$ cat src/rtl/rd_trigger_conditioner_pkg.sv
// Shared definitions for the radio-detector trigger path: FSM state
// encodings and a width helper used to size the internal counters.
package rd_trigger_conditioner_pkg;

    typedef enum logic [1:0] {
        RD_ST_IDLE    = 2'd0,
        RD_ST_QUALIFY = 2'd1,
        RD_ST_HIGH    = 2'd2,
        RD_ST_HOLDOFF = 2'd3
    } rd_state_e;

    // Bits needed to hold values 0..value-1, never less than one bit.
    function automatic int rd_clog2(input int value);
        int width;
        width = 1;
        for (int i = 1; i < 32; i++) begin
            if ((1 << i) < value) begin
                width = i + 1;
            end
        end
        return width;
    endfunction

endpackage

$ cat src/rtl/rd_trigger_conditioner_sat_counter.sv
// Saturating event counter with sticky overflow; a clear in the same cycle
// as an increment is applied first so the increment still counts.
module rd_sat_counter #(
    parameter int CNT_WIDTH = 16
) (
    input  logic                 CLK,
    input  logic                 RST_N,
    input  logic                 inc,
    input  logic                 clr,
    output logic [CNT_WIDTH-1:0] count,
    output logic                 overflow
);

    logic [CNT_WIDTH-1:0] count_reg, count_next, count_base;
    logic                 overflow_reg, overflow_next;

    always_comb begin
        count_base    = clr ? '0 : count_reg;
        overflow_next = clr ? 1'b0 : overflow_reg;
        count_next    = count_base;
        if (inc) begin
            if (&count_base) begin
                overflow_next = 1'b1;
            end else begin
                count_next = count_base + {{(CNT_WIDTH-1){1'b0}}, 1'b1};
            end
        end
    end

    always_ff @(posedge CLK or negedge RST_N) begin
        if (!RST_N) begin
            count_reg    <= '0;
            overflow_reg <= 1'b0;
        end else begin
            count_reg    <= count_next;
            overflow_reg <= overflow_next;
        end
    end

    assign count    = count_reg;
    assign overflow = overflow_reg;

endmodule

$ cat src/rtl/rd_trigger_conditioner.sv
// Debounces the synchronized detector level, emits one pulse per qualified
// rising edge, enforces a post-trigger holdoff and counts events.
module rd_trigger_conditioner
    import rd_trigger_conditioner_pkg::*;
#(
    parameter int DEBOUNCE_CYCLES = 4,
    parameter int HOLDOFF_CYCLES  = 16,
    parameter int CNT_WIDTH       = 16
) (
    input  logic                 CLK,
    input  logic                 RST_N,
    input  logic                 SYNC_IN,
    input  logic                 ENABLE,
    input  logic                 CLR_COUNT,
    output logic                 TRIG_PULSE,
    output logic                 TRIG_LEVEL,
    output logic                 BUSY,
    output logic [CNT_WIDTH-1:0] EVENT_COUNT,
    output logic                 OVERFLOW
);

    localparam int QW = rd_clog2(DEBOUNCE_CYCLES + 1);
    localparam int HW = rd_clog2(HOLDOFF_CYCLES + 1);
    localparam logic [QW-1:0] Q_ONE  = QW'(1);
    localparam logic [QW-1:0] Q_LAST = QW'(DEBOUNCE_CYCLES - 1);
    localparam logic [HW-1:0] H_ONE  = HW'(1);
    localparam logic [HW-1:0] H_LOAD = HW'((HOLDOFF_CYCLES > 0) ? HOLDOFF_CYCLES - 1 : 0);

    rd_state_e     state_reg, state_next;
    logic [QW-1:0] qcnt_reg, qcnt_next;
    logic [HW-1:0] hcnt_reg, hcnt_next;
    logic          pulse_reg, fire_next;
    logic          level_reg;

    always_comb begin
        state_next = state_reg;
        qcnt_next  = qcnt_reg;
        hcnt_next  = hcnt_reg;
        fire_next  = 1'b0;
        // Disable overrides everything, including an event about to fire.
        if (!ENABLE) begin
            state_next = RD_ST_IDLE;
            qcnt_next  = '0;
            hcnt_next  = '0;
        end else begin
            case (state_reg)
                RD_ST_IDLE: begin
                    if (SYNC_IN) begin
                        if (DEBOUNCE_CYCLES == 1) begin
                            state_next = RD_ST_HIGH;
                            fire_next  = 1'b1;
                        end else begin
                            state_next = RD_ST_QUALIFY;
                            qcnt_next  = Q_ONE;
                        end
                    end
                end
                RD_ST_QUALIFY: begin
                    if (!SYNC_IN) begin
                        state_next = RD_ST_IDLE;
                        qcnt_next  = '0;
                    end else if (qcnt_reg == Q_LAST) begin
                        state_next = RD_ST_HIGH;
                        qcnt_next  = '0;
                        fire_next  = 1'b1;
                    end else begin
                        qcnt_next = qcnt_reg + Q_ONE;
                    end
                end
                RD_ST_HIGH: begin
                    if (!SYNC_IN) begin
                        if (HOLDOFF_CYCLES > 0) begin
                            state_next = RD_ST_HOLDOFF;
                            hcnt_next  = H_LOAD;
                        end else begin
                            state_next = RD_ST_IDLE;
                        end
                    end
                end
                RD_ST_HOLDOFF: begin
                    if (hcnt_reg == '0) begin
                        state_next = RD_ST_IDLE;
                    end else begin
                        hcnt_next = hcnt_reg - H_ONE;
                    end
                end
                default: begin
                    state_next = RD_ST_IDLE;
                end
            endcase
        end
    end

    always_ff @(posedge CLK or negedge RST_N) begin
        if (!RST_N) begin
            state_reg <= RD_ST_IDLE;
            qcnt_reg  <= '0;
            hcnt_reg  <= '0;
            pulse_reg <= 1'b0;
            level_reg <= 1'b0;
        end else begin
            state_reg <= state_next;
            qcnt_reg  <= qcnt_next;
            hcnt_reg  <= hcnt_next;
            pulse_reg <= fire_next;
            level_reg <= (state_next == RD_ST_HIGH);
        end
    end

    rd_sat_counter #(
        .CNT_WIDTH (CNT_WIDTH)
    ) u_event_counter (
        .CLK      (CLK),
        .RST_N    (RST_N),
        .inc      (fire_next),
        .clr      (CLR_COUNT),
        .count    (EVENT_COUNT),
        .overflow (OVERFLOW)
    );

    assign TRIG_PULSE = pulse_reg;
    assign TRIG_LEVEL = level_reg;
    assign BUSY       = (state_reg != RD_ST_IDLE);

endmodule
$ cat config.mk
export PLATFORM = sky130hd
export DESIGN_NAME = rd_trigger_conditioner
export DESIGN_NICKNAME = d
export VERILOG_FILES = /design/src/rtl/rd_trigger_conditioner_pkg.sv /design/src/rtl/rd_trigger_conditioner_sat_counter.sv /design/src/rtl/rd_trigger_conditioner.sv
export SDC_FILE = /design/constraint.sdc
export NUM_CORES = 1
export LEC_CHECK = 0
export BUFFER_PORTS_ARGS = -buffer_cell sky130_fd_sc_hd__buf_4
export CORE_MARGIN = 4
export CORE_UTILIZATION = 62
export DETAILED_ROUTE_END_ITERATION = 7
export GPL_ROUTABILITY_DRIVEN = 0
export PLACE_DENSITY = 0.82
export SYNTH_ARGS = -nofsm -noshare
export SYNTH_HDL_FRONTEND = slang
export SYNTH_SLANG_ARGS = --single-unit
export TNS_END_PERCENT = 30
$ cat constraint.sdc
create_clock -name CLK -period 3.1 [get_ports CLK]
set_input_delay 0.31 -clock CLK [delete_from_list [all_inputs] [get_ports CLK]]
set_output_delay 0.31 -clock CLK [all_outputs]
set_load 0.02 [all_outputs]
==> results.md <==
* Mapped cell area at 0.00491 mm²
* Crit path cell chain: ha_1 -> nor4b_1 -> and4_1 -> nand3_1 -> nor4_1 -> mux2_2
* Ys async rst share at 100%
* Number of H-tree levels at 3
* Worst setup path start: qcnt_reg[0]
* CTS Buf Count at 9
* Placed instance count at 646
* Via count at 4303
* Sw power at 0.496 mW
* Net switching share of the total power at 24.1%
* Largest net degree at the start of global routing at 86
* Worst setup EP type: flop
* Synthesized Nets at 550
* Mapped Avg Cell Area at 9.08 µm²
* Fmax at 395 MHz
* Top Ports at 25
* Post-CTS Resized at 0
* Initial antenna violation count at 0
* Routed length per instance at 16.6 µm
* Non-Filler Instances at 661
* Headroom to the max-slew limit at 28.8%
* # port buffers at 24
* Max Slew Vio Count at 0
* Worst-path clk slew at 80 ps
* Seq pwr share at 54.5%
* Residual DRC count at 0
* Core area at 0.00773 mm²
* Layout cell share with drive strength beyond 1 at 13.1%
* Fin crit share at 81.6%
* Arrival @ worst endpoint at 2780 ps
* Hold buffers post-CTS at 0
* YS warnings at 0
* Root Driver: clkbuf_8
* Cell leakage power at 2.27 nW
* Final Core Density at 69.4%
* First-pass GRT wire length at 19000 µm
* Crit path required time at 3350 ps
* Register area share after synthesis at 43.3%
* Final wirelength at 11000 µm
* Synth Instances at 541
* Pwr/cell area at 384 mW/mm²
* Count of different cell masters after synthesis at 65
* Initial DRC Count at 328
* Die span in y at 97 µm
* Detailed Place HPWL at 7460 µm
* Outcome: finished, final reports clean
* Final setup violation count at 0
* CTS tree: built
* Worst Tran Pin Value at 1070 ps
* Hold WC Path Type: primary input to asynchronous set/reset pin
* Worst R2R Start: qcnt_reg[0]
* Global route overflow at 0
* Max stage delay on crit path at 440 ps
* Max rail drop VDD at 0.205 mV
* P_int at 1.56 mW
* Post-synth EDFFs at 0
* Total Nets Final at 564
* Design Power at 2.06 mW
* Hold Fails Final Rpt at 0
* Clock sink count at 85
* Gr usage total at 24.0%
* DRT Pass-1 Iters at 5
* Vias in the first global route at 4115
* Setup TNS at 0 ps
* Post-Route Skew at 6.40 ps
* Comb power frac at 6.4%
* Post-synthesis register bit count at 85
* Critical path class: flop to flop
* Clock power share at 39.1%
* Die area at 0.00941 mm²
* Initial Util at 63.6%
* Rows at 32
* Setup Fix Bufs, Post-CTS at 0
* Vias per cell at 6.51
* Final ANT Viol Nets at 0
* Later-pin clock latency in the skew report at 360 ps
* Clock Path Buffers at 2
* Die Wd at 97 µm
* RSZ-0062 raised after global routing: no
* Peak fanout along the critical path at 12
* Max-cap violation count at 0
* Tmin final at 2530 ps
* # diodes at 0
* Critical-path top delay cell: dfrtp_1
* Top_reg_cell synth: dfrtp_1
* Crit start category: flop
* P&R area growth vs syn at 9.17%
-- worst max-delay path: cells and delay by family, from the launching register on --
family	cells	cell delay (ps)
fa+ha+maj	1	270
flops	1	440
mux	1	370
simple gates	4	1350
-- path summary, 6_finish.rpt --
kind	endpoint	slack, ps	cells after the start
min reg2reg	qcnt_reg[25]	530	1
max reg2reg	u_event_counter.count[8]	570	6
min in group CLK	TRIG_LEVEL	220	3
min	hcnt_reg[6]	120	1
max	u_event_counter.count[8]	570	6
max in group asynchronous	qcnt_reg[21]	2280	1
-- routing by layer --
layer  share of wire (%)  track usage, %  vias to the layer above
li1                    -               -                     2066
met1                  44            32.0                     2084
met2                  49            38.6                      130
met3                 4.6            3.24                       23
met4                 2.5            11.7                        0
met5                   0               0                        -
-- kinds of logic after synthesis --
group,share of synthesized area [%]
multiplexers,2.14
AND/OR/NAND/NOR,31.0
XOR/XNOR,3.92
flip-flops,43.3
adder cells (fa/ha/maj),1.02
AO/OA/AOI/OAI,15.3
buffers and inverters,3.29
-- power by group through the flow --
stage	logic (mW)	registers, mW	clock network, mW
final	0.132	1.12	0.805
after global routing	0.149	1.12	0.872
after CTS	0.133	1.12	0.820
after detailed placement	0.132	1.15	0
after global placement	0.129	1.14	0
after floorplan	0.0826	1.14	0
-- area by class of cell --
cell class                 instances  area (µm²)
clock buffer                      11         151
clock inverter                     4        47.5
fill                             583        2370
inverter                           7        26.3
multi-input combinational        418        2630
sequential                        85        2130
tap                              102         128
timing repair buffer              34         255
-- through the flow --
stage	worst slack [ps]	instance area (µm²)	hold slack (ps)
floorplan	858	4910	14.4
CTS	576	5360	182
detailed placement	595	5160	520
finish	570	5360	120
global placement	664	5160	511
global route	340	5360	217
-- cell usage in the layout, fill, tap and decap left out, types with 3 or more instances in the layout --
cell       n
dfrtp_1   85
nand2_1   43
nor2_1    36
a21oi_1   35
buf_4     34
nand3_1   30
nor4_1    19
nand4_1   18
o21ai_0   17
or4_1     17
or3_1     15
nor3_1    14
nor2b_1   14
xor2_1    13
o31ai_1   13
and3_1    12
a31oi_1   11
clkbuf_8  11
and4_1    10
xnor2_1    9
nand2b_1   8
inv_1      7
mux2i_1    6
or2_2      6
and2_1     5
a41oi_1    4
nand4b_1   4
o211ai_1   4
mux2_2     4
ha_1       4
a31o_2     3
-- cells in the mapped netlist (all sizes together), types with 4 or more instances --
master / n / area share (%)
nand4: 18 / 2.3
nor3: 15 / 1.6
nor4: 20 / 2.7
or3: 17 / 2.2
o21ai: 18 / 1.8
nand4b: 4 / 0.71
or4: 20 / 3.2
inv: 7 / 0.54
and2: 6 / 0.76
dfrtp: 85 / 43
xnor2: 9 / 1.6
nand2: 43 / 3.3
or2: 7 / 0.89
buf: 6 / 0.84
a31oi: 11 / 1.4
nand3: 30 / 3.1
xor2: 13 / 2.3
nor2b: 14 / 1.8
and4: 10 / 1.8
mux2i: 6 / 1.2
a41oi: 4 / 0.71
ha: 4 / 1.0
a21oi: 35 / 3.6
nor2: 36 / 2.8
o31ai: 13 / 2.0
mux2: 4 / 0.92
and3: 12 / 1.5
clkbuf: 25 / 1.9
o211ai: 4 / 0.61
nand2b: 8 / 1.0
(Power assumes the default switching activity.)
